File: config.mk
export PLATFORM = sky130hd
export DESIGN_NAME = fc_func_ctrl
export DESIGN_NICKNAME = d
export VERILOG_FILES = /design/src/rtl/fc_func_ctrl.sv
export SDC_FILE = /design/constraint.sdc
export NUM_CORES = 1
export LEC_CHECK = 0
export BUFFER_PORTS_ARGS = -buffer_cell sky130_fd_sc_hd__buf_4
export CAP_MARGIN = 0
export CORE_ASPECT_RATIO = 0.6
export CORE_UTILIZATION = 58
export DETAILED_ROUTE_END_ITERATION = 8
export GPL_TIMING_DRIVEN = 0
export PLACE_DENSITY = 0.81
export REMOVE_ABC_BUFFERS = 1
export SYNTH_ARGS = -nofsm -noshare
export SYNTH_HDL_FRONTEND = slang
export SYNTH_SLANG_ARGS = --single-unit
export TNS_END_PERCENT = 10
File: constraint.sdc
create_clock -name clk -period 2.6 [get_ports clk]
set_clock_uncertainty 0.05 [all_clocks]
set_input_delay 0.13 -clock clk [delete_from_list [all_inputs] [get_ports clk]]
set_output_delay 0.13 -clock clk [all_outputs]
set_load 0.05 [all_outputs]
File: src/rtl/fc_func_ctrl.sv
// rtl/fc_func_ctrl.sv - FC layer function controller: sums CIM tile results per column, requantises, writes obuf
// Reads V_CIM_TILES tile results per column, applies ReLU + shift + saturate, then hands off downstream.
module fc_func_ctrl #(
  parameter int DATA_SIZE   = 8,
  parameter int ACC_WIDTH   = 16,
  parameter int V_CIM_TILES = 98,
  parameter int NUM_COLS    = 128,
  parameter int SHIFT       = 4,
  localparam int TILE_W     = (V_CIM_TILES > 1) ? $clog2(V_CIM_TILES) : 1,
  localparam int COL_W      = (NUM_COLS > 1) ? $clog2(NUM_COLS) : 1,
  localparam int SUM_W      = ACC_WIDTH + TILE_W
) (
  input  logic                 clk,
  input  logic                 rst,
  input  logic                 i_start,
  output logic                 o_ready,
  output logic [TILE_W-1:0]    o_cim_tile,
  output logic [COL_W-1:0]     o_cim_col,
  input  logic [ACC_WIDTH-1:0] i_cim_data,
  output logic                 o_obuf_we,
  output logic [COL_W-1:0]     o_obuf_addr,
  output logic [DATA_SIZE-1:0] o_obuf_data,
  input  logic                 i_next_ready,
  output logic                 o_next_start
);

  typedef enum logic [2:0] {
    s_idle,
    s_read,
    s_drain,
    s_write,
    s_done
  } state_t;

  localparam logic [TILE_W-1:0] TILE_LAST = TILE_W'(V_CIM_TILES - 1);
  localparam logic [COL_W-1:0]  COL_LAST  = COL_W'(NUM_COLS - 1);

  state_t                    state_q, state_d;
  logic [COL_W-1:0]          col_q, col_d;
  logic [TILE_W-1:0]         tile_q, tile_d;
  logic signed [SUM_W-1:0]   acc_q, acc_d;
  logic signed [SUM_W-1:0]   data_ext;
  logic signed [SUM_W-1:0]   shifted;
  logic [DATA_SIZE-1:0]      act_data;

  assign data_ext = {{TILE_W{i_cim_data[ACC_WIDTH-1]}}, i_cim_data};
  assign shifted  = acc_q >>> SHIFT;

  // ReLU, then saturate anything that does not fit the activation width
  always_comb begin
    act_data = shifted[DATA_SIZE-1:0];
    if (acc_q[SUM_W-1]) begin
      act_data = '0;
    end else if (|shifted[SUM_W-1:DATA_SIZE]) begin
      act_data = '1;
    end
  end

  always_ff @(posedge clk or negedge rst) begin
    if (!rst) begin
      state_q <= s_idle;
      col_q   <= '0;
      tile_q  <= '0;
      acc_q   <= '0;
    end else begin
      state_q <= state_d;
      col_q   <= col_d;
      tile_q  <= tile_d;
      acc_q   <= acc_d;
    end
  end

  always_comb begin
    state_d      = state_q;
    col_d        = col_q;
    tile_d       = tile_q;
    acc_d        = acc_q;
    o_ready      = 1'b0;
    o_cim_tile   = '0;
    o_cim_col    = '0;
    o_obuf_we    = 1'b0;
    o_obuf_addr  = '0;
    o_obuf_data  = '0;
    o_next_start = 1'b0;
    case (state_q)
      s_idle: begin
        o_ready = 1'b1;
        if (i_start) begin
          state_d = s_read;
          col_d   = '0;
          tile_d  = '0;
          acc_d   = '0;
        end
      end
      s_read: begin
        o_cim_tile = tile_q;
        o_cim_col  = col_q;
        // Data arriving now answers the previous tile's select
        if (tile_q != '0) begin
          acc_d = acc_q + data_ext;
        end
        if (tile_q == TILE_LAST) begin
          state_d = s_drain;
        end else begin
          tile_d = tile_q + TILE_W'(1);
        end
      end
      s_drain: begin
        o_cim_tile = tile_q;
        o_cim_col  = col_q;
        acc_d      = acc_q + data_ext;
        state_d    = s_write;
      end
      s_write: begin
        o_obuf_we   = 1'b1;
        o_obuf_addr = col_q;
        o_obuf_data = act_data;
        acc_d       = '0;
        tile_d      = '0;
        if (col_q == COL_LAST) begin
          state_d = s_done;
        end else begin
          col_d   = col_q + COL_W'(1);
          state_d = s_read;
        end
      end
      s_done: begin
        o_next_start = i_next_ready;
        if (i_next_ready) begin
          state_d = s_idle;
        end
      end
      default: state_d = s_idle;
    endcase
  end

endmodule

# Yosys cells after proc, flatten, opt, wreduce, memory -nomap -nowiden
# Cells that the tools add are included.
# classes
n_eq_ne	12
add_sub_neg	3
mux	22
reduce_logical	11
# ops
op	n
23-bit one-hot mux with 4 select lines	1
23-bit two-way mux	2
7-bit two-way mux	6
8-bit two-way mux	3
23-bit by 16-bit adder with 23-bit output	1
7-bit one-hot mux with 3 select lines	1
3-bit one-hot mux with 5 select lines	1
7-bit by 1-bit adder with 7-bit output (second input constant)	2
7-bit == test (second input constant)	2
7-bit one-hot mux with 2 select lines	1
3-bit two-way mux	4
2-bit inequality test (second input constant)	6
3-bit AND reduction	4
11-bit OR reduction	1
7-bit nonzero test	1
3-bit by 2-bit == test with 1-bit output (second input constant)	2
4-bit nonzero test	1
3-bit by 1-bit == test with 1-bit output (second input constant)	1
3-bit == test (second input constant)	1
3-bit zero test	1
1-bit two-way mux	3
3-bit nonzero test	1
2-bit nonzero test	1
2-bit OR reduction	1
# word_totals
out_inout_bits	32
ff_bits	40
word_cells	52

# Logic depth before layout (Yosys ltp)
# Gate-level depths: netlist (run 1).
# depth
ltp_word	4
mapped_depth	10
mapped_depth_nobuf	10

# Least setup slack after synthesis (run 1)
# OpenSTA, ideal clock, no wires.
# synth_path
path_kind	flip-flop to flip-flop
startpoint	register acc_q[0]
endpoint	register acc_q[22]
setup_time_ns	0.132
arrival_ns	2.117
synth_period_minus_slack_ns	2.299
required_time_ns	2.418
n_path_buf	0
path_stages_with_launch	11
setup_slack_ns	0.301
path_cell_list	dfrtp_1 ha_1 inv_1 fa_1 nor2b_1 o31ai_4 a211oi_4 a21oi_2 a21oi_2 mux2i_1 o211ai_1
# synth_via
elab_chain_len	3
# synth_rtl
item	line	text
start, declared	41	logic signed [SUM_W-1:0] acc_q, acc_d;
start signal, assigned	64	acc_q <= '0;
start signal, assigned	69	acc_q <= acc_d;
23-bit by 16-bit adder with 23-bit output (*)	100, 111	
23-bit two-way mux	99	if (tile_q != '0) begin
23-bit one-hot mux with 4 select lines (*)	85	case (state_q)
# Every way passes the cells marked *; elsewhere a longest branch is shown, timed or not. The select of a mux whose other input is x is not followed.
# A chain may end at the register's enable or synchronous reset.

# Final worst setup path (run 1)
# layout_path
startpoint	register acc_q[0]
endpoint	register acc_q[20]
# The elaborated chain is that of the path after synthesis.

==> run summary, run 1 <==
placed insts - 473
area of the mapped netlist - 3260 µm²
Clk Latency, worst-skew pair - 0.30 ns
slowest CP cell - a2111oi_4
top cell type by total area after synthesis - dfrtp_1
Leak Pwr - 1.78 nW
Yosys reg bits - 40
final hold vios - 0
NumNets Final - 465
port bufs - 51
Ys Warns - 0
top-count cell post-synth - nand2_1
distinct cell type count after synthesis - 55
crit path capture type - flip-flop
Max VDD drop - 0.723 mV
die span in x - 98.7 µm
vias in the first global route - 2715
WL per Instance - 16.5 µm
crit path cell chain - ha_1 -> inv_1 -> fa_2 -> nor2b_4 -> o31ai_4 -> a211oi_4 -> a2111oi_4 -> o21ai_1 -> xor2_1 -> a22o_1
DRC viols - 0
largest net degree at the start of global routing - 41
initial antenna violation count - 0
crit path max fanout - 4
Vias - 2930
clock slew at reported path FFs - 0.09 ns
GRT Overall Usage - 28.4%
die area - 5930 µm²
Tmin final - 2.51 ns
gpl congestion - 0.907
dominant synthesized flop cell - dfrtp_1
setup violators final - 0
Starting Density - 62.2%
ratio of cells with drive above 1 in the final layout - 19.3%
CTS tree - yes
grt total ovfl - 0
Root Buffer Master - clkbuf_8
detail-routed via count per cell - 6.04
Synth area leaders - dfrtp_1 31%, ha_1 10%, nand2_1 4.7%, and2_1 3.8%, a22o_1 3.5%
Syn Inst Count - 372
worst-margin pin slew - 0.793 ns
Max Slew Vio Count - 0
Final ANT Viol Nets - 0
kind of critical path - flip-flop to flip-flop
commonest cells in the netlist - 41 x nand2_1, 40 x dfrtp_1, 26 x ha_1, 26 x nor2_1, 20 x and2_1
startpoint class of the critical path - flip-flop
share of flip-flops with an asynchronous set or reset - 100%
row cnt - 20
synth-to-layout area growth - 16.7%
Synth top area share - 30.7%
fin worst setup slack - 0.0946 ns
die height - 60.0 µm
Crit path arrival time - 2.64 ns
CP Data Required Time - 2.74 ns
Fill cells - 419
syn_area_per_cell - 8.75 µm²
Top Ports - 52
Final Cycle Share - 96.4%
clock sink count - 40
Cell Count, Final, Fillers Out - 485
post-synthesis sequential area ratio - 30.7%
wirelength, routed - 8000 µm
worst hold margin - 0.115 ns
H-tree levels - 2
total of max-cap violations - 0
critical path's largest stage delay - 0.40 ns
Max-slew headroom - 47.1%
Fmax - 0.399 GHz
number of flops mapped to enable cells by yosys - 0
Num CTS Buffers - 5
Hold Path Class - input pin to flip-flop
DRT Pass-1 Iters - 4
first-pass GRT wire length - 13000 µm
DP HPWL - 5760 µm
status - completed
clock buffer depth - 2
core area - 5230 µm²
Antenna diodes - 0
DRT iter0 DRCs - 154
Power Density - 1290 nW/µm²
pre-CTS setup slack - -0.807 ns
[layer usage]
layer	share of wire (%)	global-route usage [%]	up-vias
met5	0	0	-
met4	0.74	6.61	0
met3	6.7	5.85	7
met2	42	43.9	96
met1	51	41.1	1367
li1	-	-	1460
[report_power, final]
part           switching (W)  internal (W)
logic                0.00189       0.00136
registers           0.000292      0.000933
clock network       0.000245      0.000188
[final timing paths]
| check | startpoint | endpoint | slack, ns | cells past startpoint |
|---|---|---|---|---|
| min in group asynchronous | rst | acc_q[14]$_DFFE_PN0P_ | 0.29 | 2 |
| worst max register to register | acc_q[0]$_DFFE_PN0P_ | acc_q[20]$_DFFE_PN0P_ | 0.09 | 10 |
| worst min register to register | acc_q[0]$_DFFE_PN0P_ | acc_q[0]$_DFFE_PN0P_ | 0.45 | 2 |
| max in group asynchronous | rst | col_q[0]$_DFFE_PN0P_ | 1.84 | 2 |
| worst min-delay path | i_start | col_q[1]$_DFFE_PN0P_ | 0.11 | 4 |
| worst max-delay path | acc_q[0]$_DFFE_PN0P_ | acc_q[20]$_DFFE_PN0P_ | 0.09 | 10 |
[layout by cell type, fill, tap and decap left out, types with 3 or more instances in the layout]
cell	n
xnor2_1	12
o21ai_1	16
o21a_1	11
o211ai_1	3
a31oi_1	4
nor4_1	3
and3_1	7
o21bai_1	6
dfrtp_1	40
o21ai_0	7
a21o_1	9
nand2_1	41
and4_1	4
nor3_1	4
a21oi_2	4
nor2_1	25
inv_1	11
o31ai_1	9
a22o_1	13
a21oi_1	19
clkbuf_8	5
nand4_1	6
ha_1	26
nand2b_1	3
buf_4	52
nand3_1	9
xor2_1	12
and2_1	20
[cell families (layout without fill, tap and decap cells)]
group | Yosys count | in the layout | synth area share [%]
AO/OA/AOI/OAI | 121 | 122 | 27.9
XOR/XNOR | 24 | 24 | 6.46
adder cells (fa/ha/maj) | 27 | 27 | 10.6
buffers and inverters | 27 | 73 | 3.57
flip-flops | 40 | 40 | 30.7
multiplexers | 2 | 2 | 0.653
AND/OR/NAND/NOR | 131 | 131 | 20.1
[per-stage QoR]
step | util (%) | instance area (µm²) | power (W) | setup TNS [ns]
after global routing | 72.7 | 3800 | 0.00528 | -0.000412
after detailed placement | 69.7 | 3650 | 0.00439 | -6.93
after global placement | 69.7 | 3650 | 0.00431 | -6.22
after CTS | 72.2 | 3780 | 0.00485 | 0
final | 72.7 | 3800 | 0.00491 | 0
after floorplan | - | 3180 | 0.00367 | 0
[worst max-delay path, delay by kind of cell, from the launching register on]
family / cells / cell delay [ns]
XOR/XNOR: 1 / 0.16
adder cells (fa/ha/maj): 2 / 0.43
AND/OR/NAND/NOR: 1 / 0.06
flip-flops: 1 / 0.39
AO/OA/AOI/OAI: 5 / 1.21
buffers and inverters: 1 / 0.08
[final cells by class]
type / instances / area (µm²) / area share [%]
Clock buffer: 5 / 68.8 / 1.81
Clock inverter: 3 / 18.8 / 0.494
Inverter: 11 / 41.3 / 1.09
Multi-Input combinational cell: 306 / 2180 / 57.3
Tap cell: 66 / 82.6 / 2.17
Timing Repair Buffer: 54 / 410 / 10.8
Sequential cell: 40 / 1000 / 26.3
[repair_timing]
item	in CTS	in global routing
gates resized for setup	3	4
endpoints found under the hold margin	41	0
setup buffers	0	1
pin swaps	1	2
hold buffers	2	0
gates cloned	1	0
endpoints found under the setup margin	13	9
[registers in the layout, indices dropped and copies added, names as in the netlist]
register / count
col_q: 7
tile_q: 7
state_q: 3
acc_q: 23
Note: power is estimated with default switching activity, not from simulation.
==> run 2, diff against run 1 <==
Settings changed: CELL_PAD_IN_SITES_DETAIL_PLACEMENT set to 1, CELL_PAD_IN_SITES_GLOBAL_PLACEMENT set to 2, CORE_UTILIZATION 58 to 35, PLACE_DENSITY 0.81 to 0.8.
==> run 2 against run 1 <==
Effect of this change: flip-flop and latch count unchanged; final area increased by 4.3%; final cell count increased by 10%; clock power increased by 47%; non-clock buffer count increased by 5; fmax increased by 0.12%; critical path depth unchanged; sequential power about the same; utilization decreased by 27 points; first-iteration DRC count increased by 0.65%; largest power group unchanged; highest routed layer unchanged; count of clock-buffer cells in the layout increased by 3.
==> run summary, run 2 (synthesis results as in run 1) <==
status - completed
H-tree levels - 2 (unchanged)
Clk Latency, worst-skew pair - 0.28 ns (-0.02 ns)
Pwr Total - 0.00527 W (+7.4%)
Num CTS Buffers - 5 (unchanged)
Fmax - 0.400 GHz (+0.12%)
detail-routed via count per cell - 5.53 (-8.5%)
startpoint class of the critical path - flip-flop
DRC viols - 0 (unchanged)
worst hold margin - 0.131 ns (+0.0168 ns)
clock slew at reported path FFs - 0.06 ns (-0.03 ns)
die area - 9700 µm² (+64%)
row cnt - 26 (+30%)
vias in the first global route - 2916 (+7.4%)
clock buffer depth - 2 (unchanged)
DRT iter0 DRCs - 155 (+0.65%)
kind of critical path - flip-flop to flip-flop
crit path max fanout - 6 (+2)
max FFs per register - 23 (unchanged)
GRT Overall Usage - 21.0% (-7.4 points)
Tmin final - 2.50 ns (-0.00306 ns)
ratio of cells with drive above 1 in the final layout - 20.3% (+1.0 points)
initial antenna violation count - 0 (unchanged)
Final Cell Area - 3960 µm² (+4.3%)
largest registers - acc_q (23), col_q (7), tile_q (7)
largest net degree at the start of global routing - 41 (unchanged)
core area - 8750 µm² (+67%)
Power Density - 1330 nW/µm² (+3.0%)
dpl cell area - 3720 µm² (+2.0%)
fin worst setup slack - 0.0977 ns (+0.00306 ns)
Max VDD drop - 0.442 mV (-39%)
Max-slew headroom - 46.3% (-0.77 points)
Max Slew Vio Count - 0 (unchanged)
pre-CTS setup slack - -0.125 ns (+0.682 ns)
most common cell after layout, fill and taps aside - buf_4
Crit path arrival time - 2.67 ns (+0.03 ns)
Vias - 2957 (+0.92%)
synth-to-layout area growth - 21.8%
Leak Pwr - 1.82 nW (+2.2%)
DP HPWL - 7350 µm (+28%)
NumNets Final - 469 (+0.86%)
wirelength, routed - 9780 µm (+22%)
Starting Density - 37.2% (-25 points)
critical path's most frequent cell - buf_4
R2R Setup Slk - 0.1 ns (about the same)
die span in x - 127 µm (+28%)
setup violators final - 0 (unchanged)
slowest CP cell - ha_1
CP Data Required Time - 2.77 ns (+0.03 ns)
Final ANT Viol Nets - 0 (unchanged)
Top Ports - 52 (unchanged)
RSZ-0062 raised after global routing - yes
Root Buffer Master - clkbuf_16
crit path capture type - flip-flop
final hold vios - 0 (unchanged)
Antenna diodes - 0 (unchanged)
Biggest register - acc_q
DRT Pass-1 Iters - 4 (unchanged)
Final Cycle Share - 96.2% (-0.12 points)
port bufs - 51 (unchanged)
first-pass GRT wire length - 15800 µm (+21%)
total of max-cap violations - 0 (unchanged)
clock sink count - 40 (unchanged)
most frequent cells in the layout - 56 x buf_4, 41 x nand2_1, 40 x dfrtp_1, 25 x nor2_1, 23 x ha_1
grt total ovfl - 0 (unchanged)
CTS tree - yes
die height - 76.7 µm (+28%)
critical path's largest stage delay - 0.44 ns (+0.04 ns)
WL per Instance - 18.3 µm (+11%)
crit path cell chain - ha_1 -> and3_1 -> o21ai_1 -> a211oi_4 -> buf_4 -> a2111oi_4 -> buf_4 -> o21bai_1 -> xor2_1 -> a22o_1
worst-margin pin slew - 0.802 ns (+0.00910 ns)
Hold Path Class - input pin to flip-flop
gpl congestion - 0.811 (-11%)
==> run 2: cell types whose count changed in the layout (fill, tap and decap cells not counted), moves of 2 or more <==
cell       previous run  this run
clkbuf_16             0         5
clkbuf_1              0         2
buf_4                52        56
clkbuf_8              5         1
clkinv_2              2         0
ha_1                 26        23
ha_2                  0         3
==> run 2: metal layers <==
metal / wire (µm) / up-vias / global-route usage (%)
met5: 0 / - / 0
met1: 5290 / 1429 / 32.7
met3: 489 / 7 / 3.63
li1: - / 1457 / -
met4: 58 / 0 / 3.73
met2: 3950 / 64 / 30.0
==> run 2: stage by stage <==
step	instances	util [%]	setup TNS (ns)
final	535	45.3	0
after global routing	535	45.3	-0.0759
after CTS	530	44.5	-0.0462
after detailed placement	520	42.5	-0.227
after global placement	519	42.3	-7.06
after floorplan	356	-	0
==> run 2: area by class of cell <==
type / count / area (µm²)
Clock buffer: 8 / 146
Fill cell: 1037 / 4790
Inverter: 11 / 41.3
Multi-Input combinational cell: 305 / 2180
Sequential cell: 40 / 1000
Tap cell: 112 / 140
Timing Repair Buffer: 59 / 455
==> run 2: critical path, delay by kind of cell (launching register included) <==
family | cells | cell delay, ns
AND/OR/NAND/NOR | 1 | 0.26
flip-flops | 1 | 0.40
adder cells (fa/ha/maj) | 1 | 0.44
XOR/XNOR | 1 | 0.22
buffers and inverters | 2 | 0.33
AO/OA/AOI/OAI | 5 | 0.73
==> run 2: what timing repair did <==
action	in CTS	in global routing
gates resized for setup	3	7
hold endpoints to repair	41	0
setup endpoints to repair	14	3
buffers inserted	0	5
pin swaps	0	4
cloned	0	0
hold buffers	2	0
==> run 2: final timing paths <==
| path | startpoint | endpoint | cells after the start |
|---|---|---|---|
| worst max-delay path | acc_q[8]$_DFFE_PN0P_ | acc_q[16]$_DFFE_PN0P_ | 10 |
| worst min-delay path | i_start | col_q[1]$_DFFE_PN0P_ | 4 |
| worst max register to register | acc_q[8]$_DFFE_PN0P_ | acc_q[16]$_DFFE_PN0P_ | 10 |
| worst min register to register | acc_q[0]$_DFFE_PN0P_ | acc_q[0]$_DFFE_PN0P_ | 2 |
| max in group asynchronous | rst | acc_q[1]$_DFFE_PN0P_ | 2 |
| min in group asynchronous | rst | col_q[3]$_DFFE_PN0P_ | 2 |
==> run 2: power breakdown <==
group	total, W	switching [W]	internal (W)
sequential	0.00125	0.000313	0.000935
combinational	0.00339	0.00198	0.00141
clock	0.000634	0.000251	0.000383
total	0.00527	0.00254	0.00273
